--- src/rtl/serial_pattern_tx_if.sv ---
// Start/operand handshake and serial output bundle for serial_pattern_tx.
// The master drives the request; the slave (the transmitter) drives the stream.
interface serial_pattern_tx_if #(
  parameter int W = 8
);
  localparam int LW = $clog2(W) + 1;

  logic          start;
  logic [W-1:0]  pattern;
  logic [LW-1:0] len;
  logic [3:0]    reps;
  logic          data;
  logic          data_vld;
  logic          busy;
  logic          done;

  modport master (
    output start, pattern, len, reps,
    input  data, data_vld, busy, done
  );

  modport slave (
    input  start, pattern, len, reps,
    output data, data_vld, busy, done
  );
endinterface

--- src/rtl/serial_pattern_tx.sv ---
// Repeating MSB-first serialiser: sends len bits of a captured pattern reps times,
// with GAP idle cycles between repetitions, then pulses done.
module serial_pattern_tx #(
  parameter int W   = 8,
  parameter int GAP = 2
) (
  input  logic               clk,
  input  logic               rst_n,
  serial_pattern_tx_if.slave bus
);
  localparam int            LW       = $clog2(W) + 1;
  localparam logic [LW-1:0] W_L      = LW'(W);
  localparam logic [LW-1:0] ONE_L    = LW'(1);
  localparam logic [3:0]    GAP_LAST = (GAP > 0) ? 4'(GAP - 1) : 4'd0;

  typedef enum logic [3:0] {
    IDLE     = 4'b0001,
    SHIFT    = 4'b0010,
    GAP_WAIT = 4'b0100,
    FIN      = 4'b1000
  } state_t;

  state_t        state_reg, state_next;
  logic [W-1:0]  pat_reg, pat_next;
  logic [LW-1:0] len_reg, len_next;
  logic [LW-1:0] bit_reg, bit_next;
  logic [3:0]    rep_reg, rep_next;
  logic [3:0]    gap_reg, gap_next;
  logic          data_reg, data_next;
  logic          vld_reg, vld_next;
  logic          busy_reg, busy_next;
  logic          done_reg, done_next;
  logic          cur_bit;
  logic          start_ok;

  assign cur_bit = |(pat_reg & (W'(1) << bit_reg));

  // The cycle showing done=1 is the FIN cycle seen from outside, so a start
  // there is refused; the following idle cycle accepts normally.
  assign start_ok = bus.start && !done_reg &&
                    (bus.len != '0) && (bus.len <= W_L);

  always_comb begin
    state_next = state_reg;
    pat_next   = pat_reg;
    len_next   = len_reg;
    bit_next   = bit_reg;
    rep_next   = rep_reg;
    gap_next   = gap_reg;
    data_next  = 1'b0;
    vld_next   = 1'b0;
    busy_next  = 1'b1;
    done_next  = 1'b0;

    case (state_reg)
      IDLE: begin
        busy_next = 1'b0;
        if (start_ok) begin
          pat_next   = bus.pattern;
          len_next   = bus.len;
          bit_next   = bus.len - ONE_L;
          rep_next   = (bus.reps == 4'd0) ? 4'd1 : bus.reps;
          busy_next  = 1'b1;
          state_next = SHIFT;
        end
      end

      SHIFT: begin
        data_next = cur_bit;
        vld_next  = 1'b1;
        if (bit_reg == '0) begin
          if (rep_reg > 4'd1) begin
            rep_next = rep_reg - 4'd1;
            bit_next = len_reg - ONE_L;
            if (GAP == 0) begin
              state_next = SHIFT;
            end else begin
              gap_next   = GAP_LAST;
              state_next = GAP_WAIT;
            end
          end else begin
            state_next = FIN;
          end
        end else begin
          bit_next = bit_reg - ONE_L;
        end
      end

      GAP_WAIT: begin
        if (gap_reg == 4'd0) begin
          state_next = SHIFT;
        end else begin
          gap_next = gap_reg - 4'd1;
        end
      end

      FIN: begin
        done_next  = 1'b1;
        state_next = IDLE;
      end

      default: begin
        busy_next  = 1'b0;
        state_next = IDLE;
      end
    endcase
  end

  always_ff @(posedge clk or negedge rst_n) begin
    if (!rst_n) begin
      state_reg <= IDLE;
      pat_reg   <= '0;
      len_reg   <= '0;
      bit_reg   <= '0;
      rep_reg   <= '0;
      gap_reg   <= '0;
      data_reg  <= 1'b0;
      vld_reg   <= 1'b0;
      busy_reg  <= 1'b0;
      done_reg  <= 1'b0;
    end else begin
      state_reg <= state_next;
      pat_reg   <= pat_next;
      len_reg   <= len_next;
      bit_reg   <= bit_next;
      rep_reg   <= rep_next;
      gap_reg   <= gap_next;
      data_reg  <= data_next;
      vld_reg   <= vld_next;
      busy_reg  <= busy_next;
      done_reg  <= done_next;
    end
  end

  assign bus.data     = data_reg;
  assign bus.data_vld = vld_reg;
  assign bus.busy     = busy_reg;
  assign bus.done     = done_reg;
endmodule

--- src/flat_wrapper.sv ---
// flat-port wrapper written by rule: the top's interface ports become plain ports
module serial_pattern_tx_flat 
#(
  parameter int W   = 8,
  parameter int GAP = 2
)
  (clk, rst_n, bus_start, bus_pattern, bus_len, bus_reps, bus_data, bus_data_vld, bus_busy, bus_done);
  serial_pattern_tx_if #(.W(W)) bus_i ();
  input  logic clk;
  input  logic rst_n;
  input wire logic [$bits(bus_i.start)-1:0] bus_start;
  input wire logic [$bits(bus_i.pattern)-1:0] bus_pattern;
  input wire logic [$bits(bus_i.len)-1:0] bus_len;
  input wire logic [$bits(bus_i.reps)-1:0] bus_reps;
  output wire logic [$bits(bus_i.data)-1:0] bus_data;
  output wire logic [$bits(bus_i.data_vld)-1:0] bus_data_vld;
  output wire logic [$bits(bus_i.busy)-1:0] bus_busy;
  output wire logic [$bits(bus_i.done)-1:0] bus_done;
  assign bus_i.start = bus_start;
  assign bus_i.pattern = bus_pattern;
  assign bus_i.len = bus_len;
  assign bus_i.reps = bus_reps;
  assign bus_data = bus_i.data;
  assign bus_data_vld = bus_i.data_vld;
  assign bus_busy = bus_i.busy;
  assign bus_done = bus_i.done;
  serial_pattern_tx #(.W(W), .GAP(GAP)) u_core (.clk(clk), .rst_n(rst_n), .bus(bus_i));
endmodule
--- config.mk ---
export PLATFORM = sky130hd
export DESIGN_NAME = serial_pattern_tx_flat
export DESIGN_NICKNAME = d
export VERILOG_FILES = /design/src/rtl/serial_pattern_tx_if.sv /design/src/rtl/serial_pattern_tx.sv /design/src/flat_wrapper.sv
export SDC_FILE = /design/constraint.sdc
export NUM_CORES = 1
export LEC_CHECK = 0
export ABC_AREA = 0
export CORE_UTILIZATION = 52
export DETAILED_ROUTE_END_ITERATION = 16
export PLACE_DENSITY = 0.78
export SLEW_MARGIN = 30
export SYNTH_ARGS = -nofsm -noshare
export SYNTH_HDL_FRONTEND = slang
export SYNTH_SLANG_ARGS = --single-unit
--- constraint.sdc ---
create_clock -name clk -period 5.2 [get_ports clk]
set_input_delay 0.78 -clock clk [delete_from_list [all_inputs] [get_ports clk]]
set_output_delay 0.78 -clock clk [all_outputs]
set_load 0.01 [all_outputs]
Yosys cells after proc, flatten, opt, wreduce, memory -nomap -nowiden

Cells that the tools add are included.

Bitwise gates (word level): 1
$lt $le $gt $ge: 2
Muxes and demuxes: 23
Equality and inequality tests: 10
Add/subtract/negate cells: 5
Reduce and logical (&&, ||, !) cells: 17
Shift operators: 1

Operator list:

| kind                | number |
|---|---|
| $mux 4              | 14 |
| $pmux 4 s2          | 3 |
| $sub 4x1->4 const B | 5 |
| $logic_not 4->1     | 3 |
| $pmux 4 s3          | 1 |
| $and 8x8->8         | 1 |
| $ne 2x1->1 const B  | 4 |
| $reduce_and 4->1    | 2 |
| $reduce_or 8->1     | 1 |
| $shl 1x4->8 const A | 1 |
| $reduce_and 3->1    | 2 |
| $eq 4x1->1 const B  | 1 |
| $eq 4x2->1 const B  | 1 |
| $eq 4x3->1 const B  | 1 |
| $eq 4x4->1 const B  | 1 |
| $gt 4x1->1 const B  | 1 |
| $le 4x4->1 const B  | 1 |
| $mux 1              | 4 |
| $reduce_bool 2->1   | 2 |
| $reduce_bool 4->1   | 1 |
| $logic_and 1x1->1   | 3 |
| $ne 3x3->1 const B  | 1 |
| $reduce_or 3->1     | 1 |
| $ne 2x2->1 const B  | 1 |
| other kinds (3)     | 3 |

Flip-flop bits (word level): 32
Bits of input ports: 19

Longest topological paths before layout

Depth after elaboration: 6
Gate-level depth with buffers: 8

Worst setup path before layout

Ideal clock, no wire load.

Path type: in2reg
Start: input bus_len[1]
End: register u_core.len_reg[0]
Setup slack: 2.902 ns
Library setup time: 0.125 ns
Arrival: 2.173 ns
Stages on the path: 4
Path buffers: 1
Cell sequence: or4_4 -> nand4_2 -> buf_1 -> mux2_2

Word-level cells in the longest chain between the ends: 4
Elaborated cells on any way between the ends: 5

Ends and longest elaborated chain:

| item                                               | RTL line                 | text |
|---|---|---|
| start: declaration                                 | flat_wrapper.sv:13       | `input wire logic [$bits(bus_i.len)-1:0] bus_len;` |
| branches (longest 2 deep; another with $le 4x4->1) | --                       |  |
| $logic_and 1x1->1 *                                | serial_pattern_tx.sv:41  | `(bus.len != '0) && (bus.len <= W_L);` |
| $reduce_and 2->1 (no source line) *                | --                       |  |
| end signal: assignment                             | serial_pattern_tx.sv:124 | `len_reg <= len_next;` |
| end: declaration                                   | serial_pattern_tx.sv:25  | `logic [LW-1:0] len_reg, len_next;` |

Mark *: on every way between the ends.
A chain may end at the register's enable or synchronous reset.

Worst setup path after layout

Start: input bus_start
End: register u_core.bit_reg[3]

Word-level cells in the longest chain between the ends: 5

Ends and longest elaborated chain:

| item                              | RTL line                 | text |
|---|---|---|
| start: declaration                | flat_wrapper.sv:11       | `input wire logic [$bits(bus_i.start)-1:0] bus_start;` |
| $logic_and 1x1->1 (2 in series)   | serial_pattern_tx.sv:40  | `assign start_ok = bus.start && !done_reg &&` |
| $logic_and 1x1->1                 | serial_pattern_tx.sv:41  |  |
| $ne 2x1->1 (no source line)       | --                       |  |
| $reduce_and 3->1 (no source line) | --                       |  |
| end signal: assignment            | serial_pattern_tx.sv:125 | `bit_reg <= bit_next;` |
| end: declaration                  | serial_pattern_tx.sv:26  | `logic [LW-1:0] bit_reg, bit_next;` |

Every way passes these cells.

==> metrics <==
setup TNS after final layout=0 ns; power consumption=0.000798 W; remaining global-route overflow=0; Cells on Worst Hold Path=1; Finished Cell Area=about 0.0019 mm²; global-route wire length before repair=about 5200 µm; number of distinct library cells after synthesis=44; fraction of the mapped netlist area in simple logic gates=15.2%; antenna violations before repair=0; Setup CP Type=in2reg; die extent in y=between 50 and 60 µm; GRT Overall Usage=a little over a fifth; mux contribution to synthesized area=around an eighth; Die Wd=between 50 and 60 µm; post-CTS resize count=0; highest clock frequency the design can meet=around 0.38 GHz; Final period util=around half; final estimated routing congestion in global placement=~0.84; sequential fraction of the synthesis area=just under 50%; synthesized-area fraction occupied by ao, oa, aoi and oai cells=15.2%; Setup-failing EPs final=0; via count of the first global-routing pass=between 1000 and 1500; R2R cell count=8; startpoint type of the worst setup path=input port; ys async rst share=between 90% and 100%; average size of a mapped cell=~11 µm²; final setup margin=around 2.5 ns; largest net degree at the start of global routing=33; required time of the critical path=between 5 and 6 ns; class of the tightest hold or removal check=reg2reg; dpl cell area=0.00186 mm²; Clk pin slew, worst setup/hold paths=around 0.10 ns; routed wire length=3100 µm; total half-perimeter wirelength after legalization and detailed placement=approximately 2200 µm; RSZ-0062 raised after global routing=false; drt first-iter violations=52; most common cell after layout, fill and taps aside=sky130_fd_sc_hd__dfrtp_1; maximum fanout along the worst path=17; Filler Cells Inserted=220; net count of the mapped netlist=168; hold bufs inserted after CTS=0; arrival time at the worst endpoint=~3.0 ns; post-synthesis xor/xnor area fraction=less than 1%; clock latency on the worst-skew pair=0.34 ns; worst-case register-to-register setup slack=around 2.7 ns; Synth area leaders=sky130_fd_sc_hd__dfrtp_1 48%, sky130_fd_sc_hd__mux2_2 8.3%, sky130_fd_sc_hd__ha_1 3.8%; standby leakage power=0.876 nW; number of hold violations in the final report=0; max FFs per register=8; terminus of the critical flop-to-flop path=u_core.bit_reg[2]; pin slew with the least headroom to its limit=0.736 ns; launch point of the worst hold path=u_core.state_reg[2]; number of warnings reported in the yosys synthesis log=0; Boundary Pins=23; areal power density over the cells=between 400 and 500 mW/mm²; post-synthesis adder-cell area fraction=under 10%; worst clock skew on the final layout=0.00426 ns; maximum level of the CTS H-tree=2; via density per instance=between 6 and 7; worst vdd ir=roughly 0.00024 V; effective utilization at floorplan=57.0%; post-synth top area cell=sky130_fd_sc_hd__dfrtp_1; clock tree from TritonCTS=built; floorplan die area=roughly 0.0034 mm²; post-placement setup slack=approximately 2.2 ns; site row count=19; Vias=~1200; Critical Path Sink Type=flip-flop; destination of the worst hold path=u_core.bus.done; post-CTS setup buffers=0; share of cells above drive strength 1=17.0%; status=finished, final reports clean; WL per Instance=15.4 µm; combinational family with the most area after synthesis=simple AND/OR/NAND/NOR gates; number of buffers inserted by port buffering=22; Post-synth EDFFs=0; top flip-flop cell by instance count after synthesis=sky130_fd_sc_hd__dfrtp_1; library cell used as clock root buffer=sky130_fd_sc_hd__clkbuf_4; remaining design rule violation count=0; top-area cell type share of the netlist area=between 40% and 50%; drt pass-1 iters=6; commonest cells after routing, fill and taps aside=31 x sky130_fd_sc_hd__dfrtp_1, 22 x sky130_fd_sc_hd__clkdlybuf4s50_1, 12 x sky130_fd_sc_hd__mux2_2, 11 x sky130_fd_sc_hd__nand2_1, 9 x sky130_fd_sc_hd__nor2_1; final antenna-violating net count=0; FF-to-FF Start=u_core.state_reg[3]; final-report max-slew violation count=0; core occupancy in the finished layout=67.5%; area growth from synthesis to final layout=18.3%; number of flip-flops and latches in the synthesized netlist=32; CTS Buf Count=5; Post-layout nets=between 150 and 200; time the worst path needs with I/O delays and setup=2.66 ns; Gate Count Post-Synth=approximately 140; Max-cap violations=0; clock tree buffer depth=2; tightest slew margin relative to the limit=50.5%; post-synthesis cell area=between 0.0015 and 0.002 mm²; number of antenna repair diodes=0; CTS sink count=32; Core Box Area=about 0.0029 mm²
power breakdown:
part / switching (W) / leakage [nW] / internal (W) / total [W]
clock network: 0.0000834 / 0.0380 / 0.0000642 / 0.000148
logic: 0.000112 / 0.441 / 0.000138 / 0.000250
registers: 0.0000723 / 0.397 / 0.000329 / 0.000401
total: 0.000267 / 0.876 / 0.000531 / 0.000798
layout make-up:
type / instances / area, µm² / area share (%)
Tap cell: 31 / 38.8 / 2.02
Clock buffer: 6 / 51.3 / 2.67
Sequential cell: 32 / 802 / 41.7
Clock inverter: 2 / 10.0 / 0.520
Inverter: 8 / 30.0 / 1.56
Multi-Input combinational cell: 100 / 764 / 39.7
Timing Repair Buffer: 23 / 228 / 11.8
critical path, cell delays in order:
cell                              delay (ns)
sky130_fd_sc_hd__clkdlybuf4s50_1        0.46
sky130_fd_sc_hd__nor4bb_1               0.42
sky130_fd_sc_hd__nand4_2                0.51
sky130_fd_sc_hd__a21boi_4               0.34
sky130_fd_sc_hd__nor4_1                 0.29
sky130_fd_sc_hd__a211o_1                0.14
routing by layer:
metal  vias up  routed length [µm]  global-route usage, %
li1        586                   -                      -
met1       611                1280                   25.1
met2        43                1590                   35.6
met3         7                 176                   6.03
met4         0                  58                   8.50
met5         -                   0                      0
worst max path at each step:
stage | startpoint | end | slack, ns | cells past startpoint
final | bus_start | u_core.bit_reg[3] | 2.54 | 6
after global routing | bus_start | u_core.rep_reg[0] | 2.44 | 6
after CTS | bus_start | u_core.bit_reg[3] | 2.53 | 6
after detailed placement | bus_start | u_core.bit_reg[3] | 2.18 | 6
after global placement | bus_len[1] | u_core.bit_reg[3] | 2.32 | 6
after floorplan | bus_len[1] | u_core.len_reg[0] | 2.90 | 4
through the flow:
stage | instances | hold WS [ns]
global route | 202 | 0.533
global placement | 194 | 0.471
floorplan | 144 | 0.447
detailed placement | 194 | 0.484
finish | 202 | 0.496
CTS | 202 | 0.498
Yosys cell counts, drive strengths merged (2+ instances only):
cell    instances
dfrtp          31
o31ai           3
or4b            2
mux4            2
mux2           12
nand2          11
nand2b          2
o21ai          10
ha              5
a21oi           8
nor3            4
nor4            2
nor2            9
o21a            2
inv             8
o311ai          2
nand3           3
buf             4
or4             5
logic make-up (layout without fill, tap and decap cells):
kind of cell	count (synthesis)	in the layout
mux	15	15
compound gates	36	36
fa+ha+maj	5	5
buf+inv	12	39
flops	32	32
xor+xnor	1	1
simple gates	43	43
(Power assumes the default switching activity.)
